[config.mk]
export PLATFORM = sky130hd
export DESIGN_NAME = uart_rcv
export DESIGN_NICKNAME = d
export VERILOG_FILES = /design/src/rtl/uart_pkg.sv /design/src/rtl/uart_sync2.sv /design/src/rtl/uart_rcv.sv
export SDC_FILE = /design/constraint.sdc
export NUM_CORES = 1
export LEC_CHECK = 0
export ABC_AREA = 1
export CAP_MARGIN = 20
export CORE_UTILIZATION = 57
export CTS_CLUSTER_SIZE = 20
export DETAILED_ROUTE_END_ITERATION = 6
export PLACE_DENSITY = 0.88
export SYNTH_ARGS = -nofsm -noshare
export SYNTH_HDL_FRONTEND = slang
export SYNTH_HIERARCHICAL = 1
export SYNTH_SLANG_ARGS = --single-unit
[constraint.sdc]
create_clock -name clk -period 1.5 [get_ports clk]
set_input_delay 0.45 -clock clk [delete_from_list [all_inputs] [get_ports clk]]
set_output_delay 0.45 -clock clk [all_outputs]
set_load 0.02 [all_outputs]
[src/rtl/uart_pkg.sv]
// Shared types and constants for the UART receive path.
package uart_pkg;

   localparam int DEFAULT_BAUD_DIV = 2604;
   localparam int FRAME_BITS       = 8;

   typedef enum logic [1:0] {
      IDLE,
      START,
      DATA,
      STOP
   } rx_state_e;

endpackage

[src/rtl/uart_sync2.sv]
// Two-flop synchronizer for one asynchronous input; both stages reset to 1 (line idle level).
module uart_sync2 (
   input  logic clk,
   input  logic rst,
   input  logic d,
   output logic q
);

   logic meta_q, meta_d;
   logic sync_q, sync_d;

   always_comb begin
      meta_d = d;
      sync_d = meta_q;
   end

   always_ff @(posedge clk) begin
      if (rst) begin
         meta_q <= 1'b1;
         sync_q <= 1'b1;
      end else begin
         meta_q <= meta_d;
         sync_q <= sync_d;
      end
   end

   assign q = sync_q;

endmodule

[src/rtl/uart_rcv.sv]
// 8N1 UART receiver: mid-bit sampling of RX into parallel bytes with a rdy handshake.
// Optional stop-bit check enabled by defining UART_RCV_FRAMING_ERR_EN.
module uart_rcv
   import uart_pkg::*;
#(
   parameter int BAUD_DIV = DEFAULT_BAUD_DIV
) (
   input  logic       clk,
   input  logic       rst,
   input  logic       RX,
   input  logic       clr_rdy,
   output logic [7:0] rx_data,
   output logic       rdy,
   output logic       frm_err
);

   localparam int              HALF_DIV  = BAUD_DIV / 2;
   localparam int              CW        = $clog2(BAUD_DIV);
   localparam logic [CW-1:0]   HALF_LOAD = CW'(HALF_DIV - 1);
   localparam logic [CW-1:0]   BAUD_LOAD = CW'(BAUD_DIV - 1);
   localparam logic [3:0]      LAST_BIT  = 4'(FRAME_BITS - 1);

   rx_state_e             state_q, state_d;
   logic [CW-1:0]         baud_cnt_q, baud_cnt_d;
   logic [3:0]            bit_cnt_q, bit_cnt_d;
   logic [FRAME_BITS-1:0] shift_q, shift_d;
   logic [7:0]            rx_data_q, rx_data_d;
   logic                  rdy_q, rdy_d;
   logic                  rx_prev_q, rx_prev_d;
   logic                  rx_sync;
   logic                  start_det;
   logic                  baud_zero;
   logic                  rdy_set;

   uart_sync2 u_rx_sync (
      .clk (clk),
      .rst (rst),
      .d   (RX),
      .q   (rx_sync)
   );

   assign start_det = (state_q == IDLE) && !rx_sync && rx_prev_q;
   assign baud_zero = (baud_cnt_q == '0);

   always_ff @(posedge clk) begin
      if (rst) state_q <= IDLE;
      else     state_q <= state_d;
   end

   always_comb begin
      state_d = state_q;
      unique case (state_q)
         IDLE:  if (start_det) state_d = START;
         START: if (baud_zero) state_d = rx_sync ? IDLE : DATA;
         DATA:  if (baud_zero && (bit_cnt_q == LAST_BIT)) state_d = STOP;
         STOP:  if (baud_zero) state_d = IDLE;
         default: state_d = IDLE;
      endcase
   end

   // Counters reload at zero rather than wrapping, so every sample lands mid-bit.
   always_comb begin
      baud_cnt_d = baud_cnt_q;
      bit_cnt_d  = bit_cnt_q;
      shift_d    = shift_q;
      rx_data_d  = rx_data_q;
      rx_prev_d  = rx_sync;
      rdy_set    = 1'b0;
      unique case (state_q)
         IDLE: begin
            if (start_det) begin
               baud_cnt_d = HALF_LOAD;
               bit_cnt_d  = '0;
            end
         end
         START: begin
            baud_cnt_d = baud_zero ? BAUD_LOAD : baud_cnt_q - CW'(1);
         end
         DATA: begin
            if (baud_zero) begin
               shift_d    = {rx_sync, shift_q[FRAME_BITS-1:1]};
               bit_cnt_d  = bit_cnt_q + 4'd1;
               baud_cnt_d = BAUD_LOAD;
            end else begin
               baud_cnt_d = baud_cnt_q - CW'(1);
            end
         end
         STOP: begin
            if (baud_zero) begin
               rx_data_d = shift_q;
               rdy_set   = 1'b1;
            end else begin
               baud_cnt_d = baud_cnt_q - CW'(1);
            end
         end
         default: begin
            baud_cnt_d = '0;
         end
      endcase
      rdy_d = rdy_set | (rdy_q & ~(clr_rdy | start_det));
   end

   always_ff @(posedge clk) begin
      if (rst) begin
         baud_cnt_q <= '0;
         bit_cnt_q  <= '0;
         shift_q    <= '0;
         rx_data_q  <= '0;
         rdy_q      <= 1'b0;
         rx_prev_q  <= 1'b1;
      end else begin
         baud_cnt_q <= baud_cnt_d;
         bit_cnt_q  <= bit_cnt_d;
         shift_q    <= shift_d;
         rx_data_q  <= rx_data_d;
         rdy_q      <= rdy_d;
         rx_prev_q  <= rx_prev_d;
      end
   end

`ifdef UART_RCV_FRAMING_ERR_EN
   logic frm_err_q, frm_err_d;

   // Follows rdy: set with each delivered byte, cleared by the same events.
   always_comb begin
      frm_err_d = frm_err_q;
      if (rdy_set)                   frm_err_d = ~rx_sync;
      else if (clr_rdy || start_det) frm_err_d = 1'b0;
   end

   always_ff @(posedge clk) begin
      if (rst) frm_err_q <= 1'b0;
      else     frm_err_q <= frm_err_d;
   end

   assign frm_err = frm_err_q;
`else
   assign frm_err = 1'b0;
`endif

   assign rx_data = rx_data_q;
   assign rdy     = rdy_q;

endmodule

* Word-level counts from Yosys, hierarchy flattened
Cells that the tools add are included.
Storage, ports and cells: input port bits 4, flip-flop bits (word level) 38
Operators by class: reductions and logical operators 13, mux-type cells 15, eq/ne operators 10, bitwise operators 4, $add $sub $neg 2
Operators by type and width (count):
- 12-bit 2-to-1 mux | 3
- 12-bit one-hot mux with 3 select lines | 1
- 12-bit zero test | 1
- 2-bit != test, second input constant | 6
- 12-bit by 1-bit subtractor with 12-bit output, second input constant | 1
- 2-bit 2-to-1 mux | 5
- 4-bit 2-to-1 mux | 2
- 2-bit one-hot mux with 4 select lines | 1
- 4-bit one-hot mux with 2 select lines | 1
- 2-bit AND reduction | 3
- 4-bit by 1-bit adder with 4-bit output, second input constant | 1
- 2-bit == test, second input constant | 2
- 4-bit by 3-bit == test with 1-bit output, second input constant | 1
- 4-bit AND reduction | 1
- 1-bit logical AND | 3
- 3-bit AND reduction | 1
- 2-bit by 1-bit == test with 1-bit output, second input constant | 1
- 2-bit zero test | 1
- 1-bit 2-to-1 mux | 2
- 1-bit bitwise OR | 2
- 2-bit nonzero test | 1
- 2-bit OR reduction | 1
- 1-bit bitwise AND | 1
- 1-bit zero test | 1
- 1-bit inverter | 1

* Longest topological paths before layout
depth in word-level cells 7, mapped depth 11

* Hierarchy
The synthesis kept the hierarchy.
Modules (own cells, without submodules):
- uart_rcv | sequential area each 720.7 um^2, cells an instance 268, instances 1, area an instance 1886.8 um^2
- uart_sync2 | sequential area each 40.0 um^2, cells an instance 7, instances 1, area an instance 58.8 um^2

* Worst setup path after synthesis
Ideal clock, no wire load.
path type reg-to-reg, start point register state_q[0], end point register bit_cnt_q[0], setup slack 99 ps, cell stages (with the launch flop) 9, period minus slack after synthesis 1401 ps, arrival time 1285 ps, setup time 116 ps, cells stage by stage dfxtp_1 -> inv_1 -> ha_1 -> inv_1 -> nor3_1 -> nand2_1 -> nand2_4 -> o21a_1 -> nor2_1
On the way: word-level cells in the longest chain between the ends 5, elaborated cells on any way between the ends 9
RTL lines:
- start, declared | RTL line uart_rcv.sv:23 | rx_state_e state_q, state_d;
- start signal, assigned | RTL line uart_rcv.sv:47 | else state_q <= state_d;
- 2-bit zero test | RTL line uart_rcv.sv:42, uart_rcv.sv:69
- 1-bit logical AND (2 in series) | RTL line uart_rcv.sv:42 | assign start_det = (state_q == IDLE) && !rx_sync && rx_prev_q;
- 2-bit != test (no line)
- 3-bit AND reduction (no line)
- end signal, assigned | RTL line uart_rcv.sv:113 | bit_cnt_q <= bit_cnt_d;
- end, declared | RTL line uart_rcv.sv:25 | logic [3:0] bit_cnt_q, bit_cnt_d;
Several ways; a longest one is shown, not always the timed one. A chain may end at the register's enable or synchronous reset.

* Worst setup path in the final report
start point register baud_cnt_q[0], end point register bit_cnt_q[3]
On the way: word-level cells in the longest chain between the ends 3
RTL lines:
- start, declared | RTL line uart_rcv.sv:24 | logic [CW-1:0] baud_cnt_q, baud_cnt_d;
- start signal, assigned | RTL line uart_rcv.sv:112 | baud_cnt_q <= baud_cnt_d;
- 12-bit zero test | RTL line uart_rcv.sv:43 | assign baud_zero = (baud_cnt_q == '0);
- 2-bit != test (no line)
- 3-bit AND reduction (no line)
Every way passes these cells.

==> out/qor.yml <==
wirelength_mm: 4.73
drt_iter0_markers: 182
worst_slack_ns: 0.0167
place_hpwl_mm: 2.95
final.setup_skew_ns: 0.0137
synth_edf_count: 0
clk_latency_ns: 0.36
dieWidth_um: 60.4
holdCritPathClass: "reg2reg"
netlist_instances: 275
yosysTopAreaCellShare_pct: 39.1
min_period_ns: 1.48
drc: 0
synth.most_common_cell: "nand2_1"
die-area_um2: 3650
pre_cts_slack_ns: 0.00274
grt_usage_pct: 25.5
setup_viol: 0
synthArstFlopShare_pct: 0
cp-end-kind: "flop"
rrSetupSlack_ns: 0.02
cp_max_fo: 6
ys_seq_area_share_pct: 39.1
max_cap_viol_count: 0
p_total_mw: 4.22
clock_path_buffers: 2
outcome: "finished clean"
cts.clk_slew.worst_paths_ns: 0.13
p_per_area_nw_per_um2: 1750
fp-row-count: 20
crit_required_ns: 1.79
cts_sinks: 38
design.core.area_um2: 3150
initial_core_util_pct: 61.7
synth_area_leaders: "dfxtp_1 (39%), nand2_1 (14%), nor2_1 (7.5%)"
cp.arrival_ns: 1.77
cts_tree: "done"
antenna_found_initial: 0
avgSynthCellArea_um2: 7.07
h-tree-depth: 2
first_global_vias: 1738
viasPerCell: 5.28
synthTopCellsByCount: "nand2_1 (70), nor2_1 (39), dfxtp_1 (38)"
grt.overflow.total: 0
die_h_um: 60.4
ant_nets: 0
cts_root_buf: "clkbuf_4"
synth_area_um2: 1950
cp-start-kind: "flop"
ys.flop_type: "dfxtp_1"
cts_buffers: 5
ys_seq_elements: 38
drive_gt1_share_pct: 27.4
synthToLayoutAreaGrowth_pct: 24.2
vias: 1870
portBuffers: 12
power.leakage_nw: 1.11
drv_slew: 0
n_antenna_cell: 0
io_pins: 14
dr.pass1.iters: 4
crit_type: "reg2reg"
final_hold_viol_count: 0
finalCritPeriodShare_pct: 98.9
wire_per_inst_um: 13.4
max_freq_mhz: 674
fin_nets: 321
ys_warn_count: 6
gp_congestion: 0.874
grt_pass1_wl_mm: 7.04
rsz0062_at_grt: "yes"
synth_nets: 287
irDropWorstVdd_uv: 1080
yosysTopAreaCell: "dfxtp_1"
nFillCells: 235
grt_max_degree: 18
synth.distinct_cells: 31
[layout make-up]
cell class | instances | area (um2) | share of cell area (%)
well taps | 44 | 55.1 | 2.28
clock inverters | 3 | 45.0 | 1.86
clock buffers | 5 | 37.5 | 1.55
inverters | 29 | 111 | 4.61
multi-input cells | 201 | 1120 | 46.5
flip-flops and latches | 38 | 771 | 31.9
repair buffers | 34 | 274 | 11.3
[worst paths after layout]
kind                          from            to  depth (start not counted)
hold / removal    u_rx_sync/meta_q   u_rx_sync/q                          2
hold reg to reg   u_rx_sync/meta_q   u_rx_sync/q                          2
setup reg to reg     baud_cnt_q[0]  bit_cnt_q[3]                         10
setup / recovery     baud_cnt_q[0]  bit_cnt_q[3]                         10
[critical path, cell delays in order, from the launching register on]
cell	delay, ns
dfxtp_2	0.35
inv_2	0.07
ha_4	0.14
nand2_4	0.05
nor2_4	0.15
nand2_4	0.08
nor2_4	0.19
nand2_4	0.10
nand2_4	0.09
nand2_1	0.07
a21oi_2	0.12
[cells by family after synthesis]
kind of cell,Yosys count,share of synthesized area (%)
XOR/XNOR,4,1.80
flip-flops,38,39.1
AO/OA/AOI/OAI,48,13.7
AND/OR/NAND/NOR,140,32.1
adder cells (fa/ha/maj),8,5.14
buffers and inverters,36,7.97
other,1,0.193
[flip-flops by register name, indices dropped and copies added, names as in the netlist, named ones only]
signal	count
shift_q	8
rx_prev_q	1
state_q	1
u_rx_sync/q	1
u_rx_sync/meta_q	1
rdy	1
bit_cnt_q	4
rx_data	8
baud_cnt_q	12
[metrics by stage]
step	setup TNS, ns	util, %	area, um2	cells	hold slack [ns]
finish	0	76.6	2420	354	0.425
global route	-1.28	76.6	2420	354	0.450
CTS	0	73.5	2320	350	0.432
detailed placement	0	69.2	2180	338	0.402
global placement	0	69.2	2180	338	0.392
floorplan	0	-	1950	275	0.387
[per-layer routing]
metal / global-route usage [%] / up-vias / wire [um]
li1: - / 939 / -
met3: 6.18 / 10 / 180
met5: 0 / - / 0
met2: 48.2 / 45 / 2540
met4: 8.44 / 0 / 66
met1: 27.7 / 876 / 1940
[layout by cell type, fill, tap and decap left out, drive strengths merged]
cell	instances
dfxtp	38
o21ai	20
a21oi	25
bufinv	1
clkbuf	10
nand3	14
conb	1
clkdlybuf4s15	4
inv	29
nand4	2
clkdlybuf4s50	3
o21a	1
clkinvlp	2
ha	8
nor3	2
xor2	4
nand2	74
and2	1
buf	22
nor3b	1
nor2	46
a22oi	1
a21boi	1
[power by group]
group          internal (mW)  switching (mW)  total (mW)
clock                  0.350           0.370       0.719
sequential              1.17           0.158        1.32
combinational          0.834            1.35        2.18
[what timing repair did]
action / in CTS / in global routing
gates resized for setup: 22 / 40
hold buffers: 0 / 0
endpoints found under the setup margin: 18 / 41
hold endpoints to repair: 0 / 0
buffers inserted: 4 / 4
pin swaps: 8 / 16
Power figures use the tool's default switching activity.
